## config.mk

```make
export PLATFORM = sky130hd
export DESIGN_NAME = shift_op_sequencer
export DESIGN_NICKNAME = d
export VERILOG_FILES = /design/src/rtl/shift_seq_pkg.sv /design/src/rtl/shift_ref_model.sv /design/src/rtl/shift_op_sequencer.sv
export SDC_FILE = /design/constraint.sdc
export NUM_CORES = 1
export LEC_CHECK = 0
export BUFFER_PORTS_ARGS = -buffer_cell sky130_fd_sc_hd__buf_2
export CAP_MARGIN = 20
export CORE_AREA = 2 2 73 75
export CTS_BUF_LIST = sky130_fd_sc_hd__clkbuf_2
export DETAILED_ROUTE_END_ITERATION = 10
export DIE_AREA = 0 0 75 77
export SKIP_CTS_REPAIR_TIMING = 1
export SLEW_MARGIN = 20
export SYNTH_ARGS = -nofsm -noshare
export SYNTH_HDL_FRONTEND = slang
export SYNTH_SLANG_ARGS = --single-unit
```

## constraint.sdc

```tcl
create_clock -name clk -period 1.6 [get_ports clk]
set_input_delay 0.32 -clock clk [delete_from_list [all_inputs] [get_ports clk]]
set_output_delay 0.32 -clock clk [all_outputs]
set_load 0.01 [all_outputs]
```

## src/rtl/shift_seq_pkg.sv

```systemverilog
// Shared opcodes, control-bit layout and FSM encoding for the shifter sequencer.
package shift_seq_pkg;

  // Command opcodes carried on cmd_op
  localparam logic [1:0] OP_NOP      = 2'b00;
  localparam logic [1:0] OP_LOAD     = 2'b01;
  localparam logic [1:0] OP_LOAD_DBL = 2'b10;
  localparam logic [1:0] OP_INC      = 2'b11;

  // Bit positions inside the shifter control word
  localparam int CTRL_EN  = 0;
  localparam int CTRL_DBL = 1;
  localparam int CTRL_OP  = 2;

  // Complete pulse encodings driven toward the shifter
  localparam logic [2:0] CTRL_IDLE     = 3'b000;
  localparam logic [2:0] CTRL_LOAD     = 3'b001;
  localparam logic [2:0] CTRL_LOAD_DBL = 3'b011;
  localparam logic [2:0] CTRL_INC      = 3'b101;

  typedef enum logic {
    ST_IDLE  = 1'b0,
    ST_ISSUE = 1'b1
  } state_e;

endpackage

```

## src/rtl/shift_ref_model.sv

```systemverilog
// Shadow copy of the shifter's data register and operation counter.
// Applies each issued pulse on the same edge the shifter samples it.
module shift_ref_model
  import shift_seq_pkg::*;
#(
  parameter int DATA_W = 4,
  parameter int CNT_W  = 8
) (
  input  logic              clk,
  input  logic              rst_n,
  input  logic [2:0]        ctrl_i,
  input  logic [DATA_W-1:0] data_i,
  output logic [DATA_W-1:0] exp_data_o,
  output logic [CNT_W-1:0]  exp_counter_o
);

  localparam logic [DATA_W-1:0] DATA_ONE = DATA_W'(1);
  localparam logic [CNT_W-1:0]  CNT_ONE  = CNT_W'(1);

  logic [DATA_W-1:0] data_q, data_d;
  logic [CNT_W-1:0]  cnt_q, cnt_d;

  // Next-state: operation bit wins, then double, otherwise plain load
  always_comb begin
    data_d = data_q;
    cnt_d  = cnt_q;
    if (ctrl_i[CTRL_EN]) begin
      if (ctrl_i[CTRL_OP]) begin
        data_d = data_q + DATA_ONE;
        cnt_d  = cnt_q + CNT_ONE;
      end else if (ctrl_i[CTRL_DBL]) begin
        data_d = {data_i[DATA_W-2:0], 1'b0};
      end else begin
        data_d = data_i;
      end
    end
  end

  // Model registers, cleared asynchronously with the shifter
  always_ff @(posedge clk or negedge rst_n) begin
    if (!rst_n) begin
      data_q <= '0;
      cnt_q  <= '0;
    end else begin
      data_q <= data_d;
      cnt_q  <= cnt_d;
    end
  end

  assign exp_data_o    = data_q;
  assign exp_counter_o = cnt_q;

endmodule

```

## src/rtl/shift_op_sequencer.sv

```systemverilog
// Command-driven pulse generator for the 4-bit shifter/counter datapath.
// Expands LOAD / LOAD_DBL / INC commands into registered control pulses and
// compares the shifter's outputs against a shadow model one cycle after each pulse.
module shift_op_sequencer
  import shift_seq_pkg::*;
#(
  parameter int DATA_W = 4,
  parameter int CNT_W  = 8
) (
  input  logic              clk,
  input  logic              rst_n,
  input  logic              cmd_valid,
  output logic              cmd_ready,
  input  logic [1:0]        cmd_op,
  input  logic [DATA_W-1:0] cmd_data,
  output logic [2:0]        ctrl,
  output logic [DATA_W-1:0] dut_data,
  input  logic [DATA_W-1:0] dut_data_out,
  input  logic [CNT_W-1:0]  dut_counter,
  output logic              busy,
  output logic [DATA_W-1:0] exp_data,
  output logic [CNT_W-1:0]  exp_counter,
  output logic              mismatch
);

  localparam logic [DATA_W-1:0] REP_ONE = DATA_W'(1);

  state_e            state_q, state_d;
  logic [2:0]        ctrl_q, ctrl_d;
  logic [DATA_W-1:0] dd_q, dd_d;
  // Pulses still to issue after the one currently on ctrl
  logic [DATA_W-1:0] rep_q, rep_d;
  logic              chk_q;
  logic              mismatch_q, mismatch_d;
  logic              diff;

  assign cmd_ready = (state_q == ST_IDLE);

  // Next-state and next-pulse; the pulse register is loaded at the accept edge
  // so the first pulse appears the cycle right after the handshake.
  always_comb begin
    state_d = state_q;
    ctrl_d  = CTRL_IDLE;
    dd_d    = '0;
    rep_d   = rep_q;
    case (state_q)
      ST_IDLE: begin
        if (cmd_valid) begin
          case (cmd_op)
            OP_LOAD: begin
              ctrl_d  = CTRL_LOAD;
              dd_d    = cmd_data;
              rep_d   = '0;
              state_d = ST_ISSUE;
            end
            OP_LOAD_DBL: begin
              ctrl_d  = CTRL_LOAD_DBL;
              dd_d    = cmd_data;
              rep_d   = '0;
              state_d = ST_ISSUE;
            end
            OP_INC: begin
              // INC with zero repeats is consumed without a pulse
              if (cmd_data != '0) begin
                ctrl_d  = CTRL_INC;
                rep_d   = cmd_data - REP_ONE;
                state_d = ST_ISSUE;
              end
            end
            default: ;
          endcase
        end
      end
      ST_ISSUE: begin
        if (rep_q != '0) begin
          ctrl_d = ctrl_q;
          rep_d  = rep_q - REP_ONE;
        end else begin
          state_d = ST_IDLE;
        end
      end
      default: state_d = ST_IDLE;
    endcase
  end

  // FSM and pulse output registers
  always_ff @(posedge clk or negedge rst_n) begin
    if (!rst_n) begin
      state_q <= ST_IDLE;
      ctrl_q  <= CTRL_IDLE;
      dd_q    <= '0;
      rep_q   <= '0;
    end else begin
      state_q <= state_d;
      ctrl_q  <= ctrl_d;
      dd_q    <= dd_d;
      rep_q   <= rep_d;
    end
  end

  shift_ref_model #(
    .DATA_W (DATA_W),
    .CNT_W  (CNT_W)
  ) u_model (
    .clk           (clk),
    .rst_n         (rst_n),
    .ctrl_i        (ctrl_q),
    .data_i        (dd_q),
    .exp_data_o    (exp_data),
    .exp_counter_o (exp_counter)
  );

  // The shifter and the model both update at the pulse-sampling edge, so the
  // compare belongs to the cycle after that edge.
  assign diff       = (dut_data_out != exp_data) || (dut_counter != exp_counter);
  assign mismatch_d = mismatch_q || (chk_q && diff);

  // Check-pending flag and sticky mismatch
  always_ff @(posedge clk or negedge rst_n) begin
    if (!rst_n) begin
      chk_q      <= 1'b0;
      mismatch_q <= 1'b0;
    end else begin
      chk_q      <= ctrl_q[CTRL_EN];
      mismatch_q <= mismatch_d;
    end
  end

  assign ctrl     = ctrl_q;
  assign dut_data = dd_q;
  assign busy     = (state_q == ST_ISSUE) || chk_q;
  assign mismatch = mismatch_q;

endmodule

```

# Yosys cells after proc, flatten, opt, wreduce, memory -nomap -nowiden
# Index checks and enable logic that the tools add are counted.
[op_classes] add_sub_neg=4 n_mul=0 div_mod_pow=0 order_cmp=0 eq_ne=10 shift=0 muxes=20 bitwise_logic=1 reduce_logical=9
[op_table] operator="2-to-1 mux 4 bit" n=8
[op_table] operator="case mux 4 bit (2 select lines)" n=2
[op_table] operator="2-to-1 mux 3 bit" n=3
[op_table] operator="case mux 3 bit (3 select lines)" n=1
[op_table] operator="adder 8 x 1 -> 8 bit, second input constant" n=1
[op_table] operator="inequality test 8 bit" n=1
[op_table] operator="nonzero test 4 bit" n=2
[op_table] operator="subtractor 4 x 1 -> 4 bit, second input constant" n=2
[op_table] operator="case mux 3 bit (2 select lines)" n=1
[op_table] operator="adder 4 x 1 -> 4 bit, second input constant" n=1
[op_table] operator="== test 2 bit, second input constant" n=2
[op_table] operator="inequality test 2 bit, second input constant" n=2
[op_table] operator="inequality test 4 bit" n=1
[op_table] operator="case mux 1 bit (2 select lines)" n=2
[op_table] operator="AND reduction 4 bit" n=1
[op_table] operator="logical OR 1 bit" n=3
[op_table] operator="2-to-1 mux 1 bit" n=3
[op_table] operator="inequality test 3 x 2 -> 1 bit, second input constant" n=1
[op_table] operator="inequality test 3 bit, second input constant" n=1
[op_table] operator="== test 2 x 1 -> 1 bit, second input constant" n=1
[op_table] operator="inequality test 2 x 1 -> 1 bit, second input constant" n=1
[op_table] operator="AND reduction 2 bit" n=1
[op_table] operator="OR reduction 2 bit" n=1
[op_table] operator="logical AND 1 bit" n=1
[op_table] operator="NOT 1 bit" n=1
[totals] ff_bits=26 latch_bits=0 ram_bits=0 rom_bits=0 out_inout_bits=22 elab_cells=52 mem_count=0

# Longest topological paths before layout
[logic_depth] word_depth=5 depth_mapped=6 mapped_depth_nobuf=6

# Modules after synthesis
# From an unflattened synthesis, not the netlist that was laid out.
[hier_totals] hier_cells=143 hier_area_um2=1493.9
[modules_own_cells] module="shift_op_sequencer" n_inst=1 cells_per_inst=84 area_each_um2=860.8 seq_area_each_um2=350.3
[modules_own_cells] module="shift_ref_model" n_inst=1 cells_per_inst=59 area_each_um2=633.1 seq_area_each_um2=300.3

# Worst setup path after synthesis
# No wires, ideal clock.
[synth_path] path_kind="in2reg" start="input port cmd_op[0]" end="register rep_q[0]" setup_time_ns=0.128 t_arrival_ns=1.365 required_ns=1.472 setup_slack_ns=0.108 cell_stages=5 path_cell_list="ha_1 > nand2b_1 > nor4_1 > a21o_1 > mux2_1"
[synth_between] elab_chain_len=5
[synth_rtl] element="start: declaration" line="shift_op_sequencer.sv:14" text="input logic [1:0] cmd_op,"
[synth_rtl] element="== test 2 bit or == test 2 x 1 -> 1 bit (tied branches)" line="shift_op_sequencer.sv:49" text="case (cmd_op)"
[synth_rtl] element="OR reduction 2 bit (no line)"
[synth_rtl] element="case mux 4 bit (2 select lines)" line="shift_op_sequencer.sv:49"
[synth_rtl] element="2-to-1 mux 4 bit" line="shift_op_sequencer.sv:48" text="if (cmd_valid) begin"
[synth_rtl] element="case mux 4 bit (2 select lines)" line="shift_op_sequencer.sv:46" text="case (state_q)"
[synth_rtl] element="end signal: assignment" line="shift_op_sequencer.sv:97" text="rep_q <= rep_d;"
[synth_rtl] element="end: declaration" line="shift_op_sequencer.sv:32" text="logic [DATA_W-1:0] rep_q, rep_d;"
# Several ways; a longest one is shown, not always the timed one. The select of a mux whose other input is x is not followed.
# A chain may end at the register's enable or synchronous reset.

# Final worst setup path
[layout_path] start="register rep_q[0]" end="register rep_q[2]"
[layout_between] elab_chain_len=3
[layout_rtl] element="subtractor 4 x 1 -> 4 bit or nonzero test 4 bit (tied branches)" line="shift_op_sequencer.sv:77, shift_op_sequencer.sv:75"
[layout_rtl] element="2-to-1 mux 4 bit or inequality test 2 x 1 -> 1 bit (tied branches)"
[layout_rtl] element="case mux 4 bit (2 select lines) or AND reduction 4 bit (tied branches)"
# Several ways; a longest one is shown, not always the timed one. The select of a mux whose other input is x is not followed.

==> results.json <==
{
  "die-area_um2": 5780,
  "wire_per_inst_um": 11.9,
  "min_path_type": "input pin to register",
  "r2r_end": "rep_q[2]$_DFFE_PN0P_",
  "die_x_um": 75,
  "pwr-share-comb_pct": 48.5,
  "yosys.area_share.simple_pct": 14.0,
  "synth_cell_types": 36,
  "fmax_ghz": 0.660,
  "yosys_warnings": 0,
  "synth_area_leaders": "dfrtp_1 45%, xor2_1 8.4%, ha_1 6.8%",
  "period_share_pct": 94.7,
  "whs_ns": 0.224,
  "drt_iter0_drc": 72,
  "p_seq_share_pct": 42.4,
  "switching_share_pct": 39.2,
  "netlist.area_leader.share_pct": 44.5,
  "power.density_nw_per_um2": 1330,
  "skew_ns": 0.0219,
  "synth_area_per_cell_um2": 10.3,
  "synthAdderAreaFrac_pct": 6.85,
  "r2r_cells": 5,
  "synth_top_area_cell": "dfrtp_1",
  "ys_seq_area_share_pct": 44.5,
  "first_pass_iters": 4,
  "setup_viol_count_final": 0,
  "hold_viol": 0,
  "drc": 0,
  "cts.sinks": 26,
  "clock_power_share_pct": 9.1,
  "final_nets": 230,
  "postPlaceCellArea_um2": 1840,
  "clock_latency_ns": 0.34,
  "fin_area_um2": 1900,
  "post-route-util_pct": 38.1,
  "cap_violations": 0,
  "end_kind": "register",
  "cp.arrival_ns": 1.77,
  "worstHoldStart": "cmd_data[1]",
  "yosys-mux-area-fraction_pct": 5.99,
  "antenna_left": 0,
  "vias": 1234,
  "core_um2": 4980,
  "clockBufferDepth": 2,
  "grt-ovfl-total": 0,
  "r2r-start": "rep_q[0]$_DFFE_PN0P_",
  "clock-root-buffer": "clkbuf_2",
  "synthesis.area_um2": 1460,
  "die_h_um": 77,
  "synthesis.instances": 142,
  "drive_gt1_share_pct": 34.2,
  "critPathMaxFanout": 4,
  "setup_tns_ns": 0,
  "routed_wirelength_um": 3200,
  "antenna_found_initial": 0,
  "insertedDiodeCount": 0,
  "initial_core_util_pct": 29.4,
  "syn_nets": 171,
  "dpl.hpwl_um": 2520,
  "mostFrequentLayoutCell": "buf_2",
  "row_count": 26,
  "place_congestion": 0.808,
  "cts_tree": "yes",
  "grt_max_degree": 27,
  "dpl.cell_count": 264,
  "grt_pass1_wl_um": 5180,
  "whs_path_depth": 2,
  "start_kind": "register",
  "status": "finished clean",
  "irDropWorstVdd_uv": 728,
  "synth_compound_area_share_pct": 11.2,
  "hold_path_end": "dut_data[1]$_DFF_PN0_",
  "grtUsageTotal_pct": 11.3,
  "ys_ff_latch": 26,
  "final_cell_mix": "41 x buf_2, 25 x dfrtp_1, 14 x xor2_1, 14 x buf_4, 11 x inv_1",
  "numCtsBuffers": 3,
  "required_ns": 1.86,
  "avgViaCountPerCell": 4.59,
  "grt_pass1_vias": 1169,
  "htree_levels": 1,
  "r2r_slack_ns": 0.09,
  "period_needed_ns": 1.51,
  "io_buffers": 42,
  "synth-xor-area-share_pct": 13.8,
  "intPower_mw": 1.53,
  "ios": 43,
  "cellLeakagePower_nw": 0.967,
  "p_sw_mw": 0.989,
  "worstSetupPathType": "register to register",
  "area_growth_pct": 29.7,
  "synth_top_family_by_area": "simple AND/OR/NAND/NOR gates",
  "clkTransAtPathRegs_ns": 0.23,
  "worst_slew_pin_slew_ns": 0.580,
  "slew_headroom_pct": 61.4,
  "stdcell_count": 269,
  "maxSlewViolCount": 0
}
==> area by class of cell <==
class / instances / area (µm²)
clock buffer: 3 / 15.0
inverter: 11 / 41.3
timing repair buffer: 57 / 332
sequential: 26 / 652
tap: 70 / 87.6
multi-input combinational: 102 / 768
fill: 523 / 3080
==> cell families after synthesis <==
kind of cell	after synthesis
AND/OR/NAND/NOR	38
flip-flops	26
AO/OA/AOI/OAI	25
XOR/XNOR	23
buffers and inverters	14
multiplexers	8
adder cells (fa/ha/maj)	8
==> cells in the mapped netlist <==
library cell  instances
dfrtp_1              26
xor2_1               14
inv_1                11
xnor2_1               9
ha_1                  8
nand2_1               7
a21oi_1               5
and3_1                5
nor2_1                5
nand3_1               4
nor4_1                4
o21ai_0               4
mux2_1                3
mux2_2                3
nor3_1                3
o21ai_1               3
a21o_1                2
a22o_1                2
clkbuf_1              2
mux2i_1               2
nand2b_1              2
nand4_1               2
nor2b_1               2
o22ai_1               2
a211oi_1              1
a221oi_1              1
a222oi_1              1
a31o_1                1
a31oi_1               1
and2b_2               1
buf_2                 1
nand3b_1              1
o21ai_2               1
o31a_1                1
or2_2                 1
or4_1                 1
==> sequential cells by signal, summed over array words and instances, names as in the netlist <==
register,count
rep_q,4
u_model.exp_counter_o,8
state_q,1
ctrl,3
dut_data,4
mismatch,1
u_model.exp_data_o,4
chk_q,1
==> through the flow <==
stage          setup slack [ns]  power, mW
2_1_floorplan             0.108       1.80
3_3_place_gp            -0.0337       2.25
3_5_place_dp             -0.110       2.26
4_1_cts                 -0.0443       2.50
5_1_grt                -0.00372       2.77
6_report                 0.0855       2.52
==> power groups by stage <==
stage	clock [mW]	combinational [mW]	sequential (mW)
floorplan	0	0.706	1.10
global placement	0	1.17	1.08
detailed placement	0	1.18	1.09
CTS	0.249	1.18	1.07
global route	0.272	1.38	1.11
finish	0.229	1.22	1.07
==> routing by layer <==
layer | vias up | part of all wire, % | wire length (µm) | GRT usage, %
met5 | - | 0 | 0 | 0
met4 | 0 | 0.44 | 14 | 2.32
met3 | 2 | 6.6 | 210 | 3.15
met2 | 47 | 47 | 1490 | 18.6
met1 | 574 | 46 | 1490 | 14.6
li1 | 611 | - | - | -
==> worst max path at each step <==
stage / start / endpoint / slack [ns]
2_1_floorplan: cmd_op[0] / rep_q[0]$_DFFE_PN0P_ / 0.11
3_3_place_gp: cmd_data[0] / rep_q[1]$_DFFE_PN0P_ / -0.03
3_5_place_dp: cmd_data[0] / rep_q[0]$_DFFE_PN0P_ / -0.11
4_1_cts: state_q$_DFF_PN0_ / busy / -0.04
5_1_grt: rep_q[1]$_DFFE_PN0P_ / rep_q[2]$_DFFE_PN0P_ / -0.004
6_report: rep_q[0]$_DFFE_PN0P_ / rep_q[2]$_DFFE_PN0P_ / 0.09
==> critical path, cell delays in order (launching register included) <==
cell      delay [ns]
dfrtp_1         0.42
inv_1           0.07
ha_2            0.19
a31o_1          0.20
a21o_1          0.21
a222oi_1        0.34
Note: power is estimated with default switching activity, not from simulation.
